[src/rtl/tlc_phase_sched.sv]
// Six-phase junction scheduler with pedestrian walk insertion after P5.
// Optional flashing mode is compiled in when TLC_FLASH_EN is defined.
module tlc_phase_sched #(
   parameter int unsigned TICK_DIV = 4,
   parameter logic [7:0]  T0       = 8'd8,
   parameter logic [7:0]  T1       = 8'd8,
   parameter logic [7:0]  T2       = 8'd3,
   parameter logic [7:0]  T3       = 8'd3,
   parameter logic [7:0]  T4       = 8'd3,
   parameter logic [7:0]  T5       = 8'd3,
   parameter logic [7:0]  T_PED    = 8'd6
) (
   input  logic        clk,
   input  logic        rst_n,
   input  logic        en,
   input  logic        ped_req,
`ifdef TLC_FLASH_EN
   input  logic        flash,
`endif
   output logic [11:0] led,
   output logic [2:0]  phase,
   output logic        ped_walk,
   output logic        ped_ack,
   output logic        phase_start
);

   typedef enum logic [2:0] {
      S_P0    = 3'd0,
      S_P1    = 3'd1,
      S_P2    = 3'd2,
      S_P3    = 3'd3,
      S_P4    = 3'd4,
      S_P5    = 3'd5,
      S_PW    = 3'd6,
      S_FLASH = 3'd7
   } state_t;

   localparam logic [15:0] PRE_MAX = 16'(TICK_DIV - 1);

   state_t      state_q, state_d, next_s;
   logic [15:0] pre_q, pre_d;
   logic [7:0]  dwell_q, dwell_d;
   logic        latch_q, latch_d;
   logic [11:0] led_q, led_d;
   logic        walk_q, walk_d;
   logic        ack_q, ack_d;
   logic        start_q, start_d;
   logic        tick, enter;

   // A zero dwell is treated as one tick, so the load value floors at 0.
   function automatic logic [7:0] dwell_load(input state_t s);
      logic [7:0] t;
      case (s)
         S_P0:    t = T0;
         S_P1:    t = T1;
         S_P2:    t = T2;
         S_P3:    t = T3;
         S_P4:    t = T4;
         S_P5:    t = T5;
         S_PW:    t = T_PED;
         default: t = 8'd1;
      endcase
      return (t == 8'd0) ? 8'd0 : t - 8'd1;
   endfunction

   function automatic logic [11:0] led_of(input state_t s);
      logic [11:0] v;
      case (s)
         S_P0:    v = 12'h514;
         S_P1:    v = 12'h8A2;
         S_P2:    v = 12'h014;
         S_P3:    v = 12'h0A0;
         S_P4:    v = 12'h500;
         S_P5:    v = 12'h802;
         S_FLASH: v = 12'h802;
         default: v = 12'h000;
      endcase
      return v;
   endfunction

   always_comb begin
      tick    = en && (pre_q == PRE_MAX);
      state_d = state_q;
      pre_d   = pre_q;
      dwell_d = dwell_q;
      led_d   = led_q;
      walk_d  = walk_q;
      ack_d   = 1'b0;
      start_d = 1'b0;
      latch_d = latch_q | ped_req;
      enter   = 1'b0;

      case (state_q)
         S_P5:    next_s = latch_q ? S_PW : S_P0;
         S_PW:    next_s = S_P0;
         default: next_s = state_t'(state_q + 3'd1);
      endcase

      if (en)
         pre_d = tick ? 16'd0 : pre_q + 16'd1;

      case (state_q)
         S_P0, S_P1, S_P2, S_P3, S_P4, S_P5, S_PW: begin
            if (tick) begin
               if (dwell_q == 8'd0)
                  enter = 1'b1;
               else
                  dwell_d = dwell_q - 8'd1;
            end
         end
`ifdef TLC_FLASH_EN
         S_FLASH: begin
            if (tick)
               led_d = (led_q == 12'h802) ? 12'h000 : 12'h802;
         end
`endif
         default: begin
            state_d = S_P0;
            dwell_d = dwell_load(S_P0);
            pre_d   = 16'd0;
            led_d   = 12'h514;
            walk_d  = 1'b0;
         end
      endcase

`ifdef TLC_FLASH_EN
      // Flash overrides any pending phase advance, including the P5->PW decision.
      if (flash && state_q != S_FLASH) begin
         enter  = 1'b1;
         next_s = S_FLASH;
      end else if (!flash && state_q == S_FLASH) begin
         enter  = 1'b1;
         next_s = S_P0;
      end
`endif

      if (enter) begin
         state_d = next_s;
         dwell_d = dwell_load(next_s);
         pre_d   = 16'd0;
         led_d   = led_of(next_s);
         walk_d  = (next_s == S_PW);
         ack_d   = (next_s == S_PW);
         start_d = 1'b1;
         if (next_s == S_PW)
            latch_d = ped_req;
      end
   end

   always_ff @(posedge clk) begin
      if (!rst_n) begin
         state_q <= S_P0;
         pre_q   <= 16'd0;
         dwell_q <= dwell_load(S_P0);
         latch_q <= 1'b0;
         led_q   <= 12'h514;
         walk_q  <= 1'b0;
         ack_q   <= 1'b0;
         start_q <= 1'b0;
      end else begin
         state_q <= state_d;
         pre_q   <= pre_d;
         dwell_q <= dwell_d;
         latch_q <= latch_d;
         led_q   <= led_d;
         walk_q  <= walk_d;
         ack_q   <= ack_d;
         start_q <= start_d;
      end
   end

   assign led         = led_q;
   assign phase       = state_q;
   assign ped_walk    = walk_q;
   assign ped_ack     = ack_q;
   assign phase_start = start_q;

endmodule

[config.mk]
export PLATFORM = sky130hd
export DESIGN_NAME = tlc_phase_sched
export DESIGN_NICKNAME = d
export VERILOG_FILES = /design/src/rtl/tlc_phase_sched.sv
export SDC_FILE = /design/constraint.sdc
export NUM_CORES = 1
export LEC_CHECK = 0
export BUFFER_PORTS_ARGS = -buffer_cell sky130_fd_sc_hd__clkbuf_2
export CAP_MARGIN = 5
export CORE_MARGIN = 4
export CORE_UTILIZATION = 62
export CTS_CLUSTER_SIZE = 28
export DETAILED_ROUTE_END_ITERATION = 12
export PLACE_DENSITY = 0.8
export SLEW_MARGIN = 20
export SYNTH_ARGS = -nofsm -noshare
export SYNTH_HDL_FRONTEND = slang
export SYNTH_SLANG_ARGS = --single-unit
[constraint.sdc]
create_clock -name clk -period 7.07 [get_ports clk]
set_input_delay 0.3535 -clock clk [delete_from_list [all_inputs] [get_ports clk]]
set_output_delay 0.3535 -clock clk [all_outputs]
set_load 0.02 [all_outputs]
==> qor.yml <==
status: "complete, no violations"
numPlacedInstances: 274
yosysWarnings: 0
syn_to_final_growth_pct: 6.82
core_area_um2: 3050
min_period_ns: 2.77
ctsHoldBuffers: 0
grt_setup_unrepaired: "false"
grt.overflow.total: 0
synth_edf_count: 0
rows: 20
postRouteWirelength_um: 3790
hold_viol: 0
place_area_um2: 2030
boundaryPins: 22
io_buffers: 17
fmax_ghz: 0.361
finalWorstSetupSlack_ns: 4.30
syn_avg_cell_area_um2: 8.76
internal-power_mw: 0.286
async_flop_share_pct: 0
synth_most_common_cell: "dfxtp_1"
cts_made_buffers: 5
pre_cts_slack_ns: 4.36
startpoint_type: "flip-flop"
swShare_pct: 22.1
synth_top_cell_by_area: "dfxtp_1"
critPathCaptureType: "flip-flop"
grt_max_degree: 19
reg2reg_setup_slack_ns: 4.30
cap_viol_max_count: 0
synth_cell_type_count: 47
worstMarginPinSlew_ns: 0.635
synth_area_um2: 1980
ys.flop_type: "dfxtp_1"
hpwl_um: 2810
yosysSeqAreaShare_pct: 35.4
hold_path_class: "primary input to flip-flop"
crit_path_max_fanout: 12
post-route-util_pct: 69.3
cts_tree: "yes"
regArea_um2: 701
setup_violations: 0
p_sw_mw: 0.0808
syn_inst: 226
postRouteAntennaNets: 0
whs_ns: 0.250
synth_common_cells: "dfxtp_1 (35), nor2_1 (34), nand2_1 (21)"
grt_pass1_wl_um: 6560
fin_nets: 250
drt_iter0_markers: 140
dr.pass1.iters: 5
relSlewSlack_pct: 57.4
cts_buffer_depth: 2
seqPwrFrac_pct: 54.6
viasPerCell: 5.68
avgRoutedWirePerCell_um: 13.4
finalClockSkew_ns: 0.00928
antenna_found_initial: 0
fin_crit_sh_pct: 39.2
fin_tns_setup_ns: 0
die_area_um2: 4160
cts_setup_buffers: 0
gp_congestion: 0.891
cts.repair.resized: 0
clk_latency_ns: 0.34
final_area_um2: 2120
fillers: 261
start_util_pct: 64.9
cts_sinks: 35
path_clk_slew_ns: 0.11
critPathRequiredTime_ns: 7.36
drv_slew: 0
cp.arrival_ns: 3.06
die_x_um: 64.5
multi_input_area_um2: 1160
via_count: 1601
cts_root_buffer: "clkbuf_4"
power.total_mw: 0.366
synth_top_area_share_pct: 35.4
synth.area.top_cells: "dfxtp_1 (35%), nor2_1 (6.4%), ha_1 (5.7%), nand2_1 (4.0%), xnor2_1 (4.0%)"
ys_ff_latch: 35
grt_usage_pct: 20.0
grt_pass1_vias: 1439
drc_errors: 0
p_comb_share_pct: 3.4
critical_path_class: "flip-flop to flip-flop"
die_h_um: 64.5
irDropWorstVdd_mv: 0.123
cts_htree_levels: 2
drive_above_1_share_pct: 15.1
diodes: 0
power.density_nw_per_um2: 173
cellLeakagePower_nw: 0.817
power_frac_clock_pct: 42.0
stdcell_count: 282
-- power by group through the flow --
stage / logic (mW) / registers (mW) / clock network [mW]
after floorplan: 0.0113 / 0.204 / 0
after global placement: 0.0119 / 0.205 / 0
after detailed placement: 0.0121 / 0.205 / 0
after CTS: 0.0121 / 0.200 / 0.156
after global routing: 0.0138 / 0.201 / 0.163
final: 0.0123 / 0.200 / 0.154
-- layer usage --
metal	global-route usage (%)	part of all wire (%)	up-vias
met4	7.12	1.7	0
met2	29.6	43	37
met1	27.9	50	744
met5	0	0	-
met3	5.03	5.2	8
li1	-	-	812
-- critical path, stage by stage (launching register included) --
cell and delay (ns):
dfxtp_1 0.56, inv_1 0.16, ha_1 0.25, o21ai_1 0.53, a21o_1 0.22, a22oi_1 0.10, ha_1 0.27, nand3_1 0.09
o21ai_0 0.08, a221o_1 0.33, o21ai_1 0.11
-- cells in the final DEF, fill, tap and decap left out, types with 4 or more instances in the layout --
cell,count
nor4_1,4
a21oi_1,4
nand2_1,21
clkbuf_2,17
o21ai_1,5
dfxtp_1,35
conb_1,4
ha_1,9
xor2_1,9
nand4_1,5
inv_1,7
a211oi_1,6
nor2_1,34
nand3_1,9
o21ai_0,6
nor3_1,4
clkbuf_4,5
xnor2_1,9
-- cell families (layout without fill, tap and decap cells) --
logic type	count (synthesis)	in the layout	share of synthesized area [%]
and+or+nand+nor	99	99	28.3
AOI/OAI and AO/OA	39	39	15.0
DFF	35	35	35.4
buffers and inverters	23	32	6.51
xor gates and xnor gates	18	18	7.96
adders and majority gates	9	9	5.69
muxes	2	2	1.01
other	1	4	0.189
-- cell type report --
| type | instances | share of cell area [%] |
|---|---|---|
| clock buffer | 6 | 2.42 |
| clock inverter | 2 | 1.66 |
| inverter | 7 | 1.24 |
| multi-input combinational | 171 | 54.9 |
| sequential | 35 | 33.1 |
| tap | 44 | 2.60 |
| timing repair buffer | 17 | 4.02 |
-- registers in the layout (all words and copies together), names as in the netlist --
name	count
led	4
latch_q	1
pre_q	16
ped_walk	1
phase	3
ped_ack	1
dwell_q	8
phase_start	1
-- worst paths after layout --
path,startpoint,end,cells after the start
max,phase[0],dwell_q[2],10
min,rst_n,latch_q,3
max reg2reg,phase[0],dwell_q[2],10
min reg2reg,led[7],led[7],2
Power figures use the tool's default switching activity.
